**src/rtl/spi_peripheral.sv**
```systemverilog
// spi_peripheral
//
// Write-only SPI (mode 0) register front end for the PWM block. The three SPI
// pins are asynchronous to clk. Each pin goes through a synchroniser chain.
// sclk and ncs also have a history flop, which is used for edge detection.
// A frame is 16 bits, MSB first: {rw, addr[6:0], data[7:0]}. A frame is
// committed when ncs rises, and only if all of these hold:
//   - exactly 16 bits were clocked in,
//   - rw = 1,
//   - addr is a valid register address.
//
// Ports:
//   clk              system clock
//   rst_n            asynchronous active-low reset
//   sclk, copi, ncs  raw SPI pins (asynchronous)
//   en_reg_out_7_0   register 0x00
//   en_reg_out_15_8  register 0x01
//   en_reg_pwm_7_0   register 0x02
//   en_reg_pwm_15_8  register 0x03
//   pwm_duty_cycle   register 0x04
module spi_peripheral #(
  parameter int         SYNC_STAGES = 2,
  parameter logic [6:0] MAX_ADDR    = 7'h04
) (
  input  logic       clk,
  input  logic       rst_n,
  input  logic       sclk,
  input  logic       copi,
  input  logic       ncs,
  output logic [7:0] en_reg_out_7_0,
  output logic [7:0] en_reg_out_15_8,
  output logic [7:0] en_reg_pwm_7_0,
  output logic [7:0] en_reg_pwm_15_8,
  output logic [7:0] pwm_duty_cycle
);

  localparam int NUM_REGS = 5;

  // Synchronisers. The ncs chain resets to 1 (idle), so that releasing reset
  // never produces a spurious edge on ncs.
  logic [SYNC_STAGES-1:0] sclk_sync;
  logic [SYNC_STAGES-1:0] copi_sync;
  logic [SYNC_STAGES-1:0] ncs_sync;
  logic                   sclk_hist;
  logic                   ncs_hist;

  always_ff @(posedge clk or negedge rst_n) begin
    if (!rst_n) begin
      sclk_sync <= '0;
      copi_sync <= '0;
      ncs_sync  <= '1;
      sclk_hist <= 1'b0;
      ncs_hist  <= 1'b1;
    end else begin
      sclk_sync <= {sclk_sync[SYNC_STAGES-2:0], sclk};
      copi_sync <= {copi_sync[SYNC_STAGES-2:0], copi};
      ncs_sync  <= {ncs_sync[SYNC_STAGES-2:0], ncs};
      sclk_hist <= sclk_sync[SYNC_STAGES-1];
      ncs_hist  <= ncs_sync[SYNC_STAGES-1];
    end
  end

  logic sclk_s;
  logic copi_s;
  logic ncs_s;
  logic sclk_rise;
  logic ncs_fall;
  logic ncs_rise;

  assign sclk_s    = sclk_sync[SYNC_STAGES-1];
  assign copi_s    = copi_sync[SYNC_STAGES-1];
  assign ncs_s     = ncs_sync[SYNC_STAGES-1];
  assign sclk_rise = sclk_s & ~sclk_hist;
  assign ncs_fall  = ~ncs_s & ncs_hist;
  assign ncs_rise  = ncs_s & ~ncs_hist;

  // Frame capture.
  logic [15:0] shift_reg;
  logic [4:0]  count_reg;
  logic        armed_reg;

  always_ff @(posedge clk or negedge rst_n) begin
    if (!rst_n) begin
      shift_reg <= '0;
      count_reg <= '0;
      armed_reg <= 1'b0;
    end else if (ncs_fall) begin
      shift_reg <= '0;
      count_reg <= '0;
      armed_reg <= 1'b1;
    end else if (ncs_rise) begin
      // A sclk edge that coincides with ncs rising is deliberately dropped.
      // The commit decision therefore sees the count from before that edge.
      armed_reg <= 1'b0;
    end else if (armed_reg && !ncs_s && sclk_rise) begin
      shift_reg <= {shift_reg[14:0], copi_s};
      // Saturate at 17. Any long frame then stays distinguishable from a
      // 16-bit frame, however many extra bits arrive.
      if (count_reg < 5'd17) begin
        count_reg <= count_reg + 5'd1;
      end
    end
  end

  logic [6:0] frame_addr;
  logic       frame_ok;

  assign frame_addr = shift_reg[14:8];
  assign frame_ok   = armed_reg && (count_reg == 5'd16) && shift_reg[15] &&
                      (frame_addr <= MAX_ADDR) && (frame_addr < 7'(NUM_REGS));

  // The accept decision is registered and then applied one cycle later. This
  // gives SYNC_STAGES+1 edges of latency from the edge that first samples ncs
  // high.
  logic       wr_en_reg;
  logic [2:0] wr_sel_reg;
  logic [7:0] wr_data_reg;

  always_ff @(posedge clk or negedge rst_n) begin
    if (!rst_n) begin
      wr_en_reg   <= 1'b0;
      wr_sel_reg  <= '0;
      wr_data_reg <= '0;
    end else begin
      wr_en_reg   <= ncs_rise && frame_ok;
      wr_sel_reg  <= frame_addr[2:0];
      wr_data_reg <= shift_reg[7:0];
    end
  end

  // Register bank: one flop group per address.
  logic [7:0] bank [NUM_REGS];

  generate
    for (genvar gi = 0; gi < NUM_REGS; gi++) begin : g_reg
      always_ff @(posedge clk or negedge rst_n) begin
        if (!rst_n) begin
          bank[gi] <= '0;
        end else if (wr_en_reg && (wr_sel_reg == 3'(gi))) begin
          bank[gi] <= wr_data_reg;
        end
      end
    end
  endgenerate

  assign en_reg_out_7_0  = bank[0];
  assign en_reg_out_15_8 = bank[1];
  assign en_reg_pwm_7_0  = bank[2];
  assign en_reg_pwm_15_8 = bank[3];
  assign pwm_duty_cycle  = bank[4];

endmodule

```
**config.mk**
```make
export PLATFORM = sky130hd
export DESIGN_NAME = spi_peripheral
export DESIGN_NICKNAME = d
export VERILOG_FILES = /design/src/rtl/spi_peripheral.sv
export SDC_FILE = /design/constraint.sdc
export NUM_CORES = 1
export LEC_CHECK = 0
export ABC_AREA = 1
export BUFFER_PORTS_ARGS = -buffer_cell sky130_fd_sc_hd__buf_2
export CAP_MARGIN = 0
export CORE_ASPECT_RATIO = 1.25
export CORE_UTILIZATION = 29
export CTS_BUF_LIST = sky130_fd_sc_hd__clkbuf_2
export DETAILED_ROUTE_END_ITERATION = 7
export PLACE_DENSITY = 0.56
export SLEW_MARGIN = 20
export SYNTH_ARGS = -nofsm -noshare
export SYNTH_HDL_FRONTEND = slang
export SYNTH_SLANG_ARGS = --single-unit
```
**constraint.sdc**
```tcl
create_clock -name clk -period 4.25 [get_ports clk]
set_input_delay 0.425 -clock clk [delete_from_list [all_inputs] [get_ports clk]]
set_output_delay 0.425 -clock clk [all_outputs]
set_load 0.05 [all_outputs]
```
==> metrics, run 1 <==
outcome=finished, final reports clean; row count=43; clock tree buffer depth=2; 1st-iter DRT viols=116; Die Area=12,100 um^2; die span in y=123 um; initial antenna violation count=0; antenna viol nets, final=0; Clock Tree Root=clkbuf_2; fin crit share=0.454; Finished Cell Area=3860 um^2; clock power share=0.321; total number of vias=2,149; switching power=0.419 mW; Reg clk slew, reported paths=220 ps; cells after synthesis=303; slowest stage delay, CP=600 ps; multiplexer share of the synthesized area=0; Int Pwr=1.07 mW; Adder-Cell Fraction of Synth Area=0.0148; layout net count=362; WL per Instance=12.0 um; max reg flops=16; Slew HR=0.519; All-Layer GR Usage=0.108; syn nets=312; DIE WIDTH=98.6 um; crit end category=flop; area growth from synthesis to layout=14.2%; hold crit path type=flop to flop; CTS resizes=0; power share of the combinational group=0.098; synthesized cell area=3380 um^2; Post-Syn Area per Cell=11.2 um^2; synth warn=0; measured slew at the worst slew-check pin=722 ps; Placement Cell Area=3680 um^2; HPWL Detailed=3.96 mm; Final Hold Viols=0; I/O pin count=45; number of max-cap violations=0; Compound-Gate Fraction of Synth Area=0.141; Ant. Diodes=0; Final Skew=33.6 ps; VDD IR max=0.000153 V; CTS HTree Levels=3; crit path setup slack, layout=2320 ps; register area share after synthesis=0.608; Crit path top cell by count=nand2_4; Fin Setup TNS=0 ps; drt pass-1 iters=4; routability-driven placement congestion ratio=0.745; Max Fclk=518 MHz; core area=11,200 um^2; GR Overflow Total=0; Synth top cells by count=88 x nand2_1, 79 x dfrtp_1, 48 x o21ai_2, 16 x inv_1, 12 x nor2_1; pwr dens=385 nW/um^2; share of async-settable or async-resettable flops after synthesis=1.00; Final Slew Violations=0; TritonCTS clock tree=done; top cells by area, synth=dfrtp_1 58%, o21ai_2 12%, nand2_1 9.8%; vias in the first global route=1,982; post-layout util=0.343; prevailing post-synth register cell=dfrtp_1; Post-Route WL=5.92 mm; slowest CP cell=dfstp_2; fraction of layout cells with a size suffix above 1=0.374; Synth Area in Simple Gates=0.186; WP data required=4700 ps; Starting Density=0.301; RSZ-0062 raised after global routing=no; worst skew pair latency=530 ps; crit path cell chain=inv_1, ha_1, inv_2, nand2_4, nand2_4, nand2_1, o21ai_2; DP Worst Slack=2360 ps; Post-CTS Setup Bufs=0; Synth area leader=dfrtp_1; largest net degree at the start of global routing=83; Seq pwr share=0.581; Switching Share=0.282; first-pass GRT wire length=9.92 mm; Port-buffer cells=44; XOR/XNOR Fraction of Synth Area=0; WP data arrival=2380 ps; Startpoint Class=flop; Seq cells post-synth=82; Setup CP Type=flop to flop; Leak=1.87 nW; share of the synthesized area in the top cell type=0.585; Setup-failing EPs final=0; main combinational cell family by area after synthesis=simple AND/OR/NAND/NOR gates; CTS buffer count=9; clock sinks=82; crit-path max FO=32; Post-synth EDFFs=0; min Tclk post-route=1930 ps; count leader, synth=nand2_1; Avg Vias per Cell=4.36; DRC=0; distinct cell type count after synthesis=22
area by class of cell:
type | instances | area [um^2]
flip-flops and latches | 82 | 2060
well taps | 135 | 169
clock buffers | 10 | 50.0
fillers | 1138 | 7380
clock inverters | 6 | 90.1
inverters | 20 | 75.1
repair buffers | 48 | 267
multi-input cells | 192 | 1150
final timing paths:
check | cells past startpoint | slack, ps | endpoint | from
max in group asynchronous | 2 | 3280 | shift_reg[5] | rst_n
max reg2reg | 7 | 2320 | shift_reg[5] | ncs_sync[1]
min reg2reg | 0 | 370 | ncs_sync[1] | ncs_sync[0]
min | 0 | 370 | ncs_sync[1] | ncs_sync[0]
max | 7 | 2320 | shift_reg[5] | ncs_sync[1]
min in group asynchronous | 2 | 470 | en_reg_out_15_8[3] | rst_n
power by group through the flow:
stage	clock network (mW)	registers [mW]	logic, mW
after global placement	0	0.875	0.145
after detailed placement	0	0.876	0.147
after global routing	0.522	0.870	0.169
final	0.477	0.862	0.146
after floorplan	0	0.867	0.107
after CTS	0.493	0.863	0.149
layer usage:
layer / up-vias / GRT usage / routed length, um
li1: 1072 / - / -
met1: 1025 / 0.131 / 2740
met2: 45 / 0.176 / 2900
met3: 7 / 0.0262 / 190
met4: 0 / 0.0616 / 88
met5: - / 0 / 0
placed cells by master, fill, tap and decap left out, drive strengths merged, types with 7 or more instances in the layout:
master,Yosys,layout
nand2,100,100
dfrtp,79,79
o21ai,59,59
buf,9,44
inv,20,21
nor2,16,16
clkbuf,0,10
nand3,7,7
worst max-delay path, delay by kind of cell (launching register included):
family / cells / cell delay (ps)
AND/OR/NAND/NOR: 3 / 570
buffers and inverters: 2 / 330
AO/OA/AOI/OAI: 1 / 70
adder cells (fa/ha/maj): 1 / 270
flip-flops: 1 / 600
kinds of logic after synthesis:
group | count (synthesis)
compound gates | 59
fa+ha+maj | 4
buf+inv | 29
flops | 82
simple gates | 129
through the flow:
stage	instances	hold slack [ps]	total power [mW]
global placement	473	339	1.02
global route	493	383	1.56
CTS	492	28.4	1.51
detailed placement	473	339	1.02
floorplan	303	129	0.973
finish	493	372	1.48
timing repair:
item	CTS	global route
hold buffers	3	1
hold endpoints to repair	3	79
setup endpoints to repair	0	0
No activity file was read; power rests on OpenSTA's default activity.
==> run 2, diff against run 1 <==
--- a/config.mk
+++ b/config.mk
@@ -12,7 +12,7 @@
 export CORE_UTILIZATION = 29
 export CTS_BUF_LIST = sky130_fd_sc_hd__clkbuf_2
 export DETAILED_ROUTE_END_ITERATION = 7
-export PLACE_DENSITY = 0.56
+export PLACE_DENSITY = 0.57
 export SLEW_MARGIN = 20
 export SYNTH_ARGS = -nofsm -noshare
 export SYNTH_HDL_FRONTEND = slang
==> constraint.sdc (replaced) <==
create_clock -name clk -period 1.6 [get_ports clk]
set_input_delay 0.16 -clock clk [delete_from_list [all_inputs] [get_ports clk]]
set_output_delay 0.16 -clock clk [all_outputs]
set_load 0.05 [all_outputs]
==> metrics, run 2 (synthesized netlist as in run 1, its figures left out) <==
outcome=finished, final reports clean; Final Slew Violations=0 (unchanged); WL per Instance=12.9 um (+7.5%); Starting Density=0.301 (unchanged); row count=43 (unchanged); Crit path top cell by count=nand2_4; I/O pin count=45 (unchanged); Fin Setup TNS=0 ps (unchanged); Slew HR=0.619 (+0.100); TritonCTS clock tree=done; dpl cells=479 (+1.3%); area growth from synthesis to layout=17.9%; Startpoint Class=flop; Port-buffer cells=44 (unchanged); clock sinks=82 (unchanged); Setup-failing EPs final=0 (unchanged); Final Skew=29.0 ps (-4.54 ps); Critical R2R Capture=shift_reg[10]; RSZ-0062 raised after global routing=no; WP data required=2080 ps (-2620 ps); clock tree buffer depth=2 (unchanged); R2R Path Start=ncs_sync[1]; largest net degree at the start of global routing=37 (-55%); All-Layer GR Usage=0.118 (+0.00992); slowest CP cell=dfstp_2; CTS buffer count=9 (unchanged); Clock Tree Root=clkbuf_2; crit end category=flop; initial antenna violation count=0 (unchanged); worst skew pair latency=530 ps (about the same); R2R setup slack=130 ps (-2190 ps); Final Hold Viols=0 (unchanged); WP data arrival=1960 ps (-420 ps); Setup CP Type=flop to flop; crit path setup slack, layout=126 ps (-2190 ps); number of max-cap violations=0 (unchanged); routability-driven placement congestion ratio=0.695 (-6.7%); antenna viol nets, final=0 (unchanged); pwr dens=1000 nW/um^2 (+160%); fraction of layout cells with a size suffix above 1=0.386 (+0.0116); crit path cell chain=inv_1, ha_1, inv_2, nand2_4, nand2_4, clkbuf_16, nand2_1, o21ai_2; core area=11,200 um^2 (unchanged); vias in the first global route=2,125 (+7.2%); measured slew at the worst slew-check pin=569 ps (-153 ps); DRC=0 (unchanged); max reg flops=16 (unchanged); drt pass-1 iters=4 (unchanged); Placement Cell Area=3750 um^2 (+1.9%); Max Fclk=678 MHz (+31%); Reg2Reg Depth=8 (+1); DIE WIDTH=98.6 um (unchanged); VDD IR max=0.000418 V (+170%); Leak=1.94 nW (+3.6%); CTS HTree Levels=3 (unchanged); 1st-iter DRT viols=109 (-6.0%); slowest stage delay, CP=590 ps (about the same); total number of vias=2,223 (+3.4%); GR Overflow Total=0 (unchanged); HPWL Detailed=4.21 mm (+6.1%); DP Worst Slack=140 ps (-2220 ps); min Tclk post-route=1470 ps (-456 ps); most common cell after layout, fill and taps aside=nand2_1; most frequent cells in the layout=88 x nand2_1, 79 x dfrtp_1, 48 x o21ai_2, 43 x buf_2, 16 x inv_1; Finished Cell Area=3990 um^2 (+3.2%); fin crit share=0.921 (+0.467); layout net count=372 (+2.8%); Reg clk slew, reported paths=240 ps (+20 ps); Avg Vias per Cell=4.42 (+1.4%); crit-path max FO=16 (-50%); hold crit path type=input port to asynchronous set/reset pin; first-pass GRT wire length=10.8 mm (+9.2%); die span in y=123 um (unchanged); Layout Cells excl Fill=503 (+2.0%); Post-Route WL=6.49 mm (+9.7%); Ant. Diodes=0 (unchanged); Die Area=12,100 um^2 (unchanged)
run 2: cell type report:
| type | instances | area (um^2) |
|---|---|---|
| Clock buffer | 10 | 50.0 |
| Clock inverter | 6 | 90.1 |
| Fill cell | 1141 | 7260 |
| Inverter | 20 | 75.1 |
| Multi-Input combinational cell | 192 | 1160 |
| Sequential cell | 82 | 2060 |
| Tap cell | 135 | 169 |
| Timing Repair Buffer | 58 | 385 |
run 2: report_power, final:
group	switching (mW)	internal (mW)	leakage, nW	total (mW)
Sequential	0.103	2.19	1.11	2.29
Combinational	0.292	0.143	0.745	0.435
Clock	0.745	0.530	0.0841	1.28
Total	1.14	2.86	1.94	4.00
run 2: repair_timing:
item,in CTS,in global routing
hold buffers,6,0
setup buffers,0,1
hold endpoints to repair,82,0
resized for setup,0,1
endpoints found under the setup margin,0,16
run 2: how the worst max path moves through the flow:
stage	startpoint	to	slack, ps	cells after the start
floorplan	ncs_sync[1]	shift_reg[11]	150	8
global placement	ncs_sync[1]	shift_reg[11]	180	8
detailed placement	ncs_sync[1]	shift_reg[8]	140	8
CTS	ncs_sync[1]	shift_reg[14]	70	8
global route	ncs_sync[1]	shift_reg[4]	10	6
finish	ncs_sync[1]	shift_reg[10]	130	8
run 2: critical path, delay by kind of cell (launching register included):
kind | cells | cell delay, ps
and+or+nand+nor | 3 | 240
DFF | 1 | 590
AOI/OAI and AO/OA | 1 | 50
adders and majority gates | 1 | 220
buffers and inverters | 3 | 320
run 2: per-layer routing:
metal	vias up	share of wire	global-route usage	routed length [um]
li1	1099	-	-	-
met1	1057	0.47	0.149	3030
met2	57	0.49	0.190	3150
met3	10	0.031	0.0347	200
met4	0	0.016	0.0476	106
met5	-	0	0	0
run 2: metrics by stage:
step	power [mW]	hold WS, ps	util
final	4.00	143	0.354
after CTS	4.06	99.8	0.351
after floorplan	2.59	-136	-
after global placement	2.73	90.6	0.333
after detailed placement	2.74	94.9	0.333
after global routing	4.24	84.8	0.354
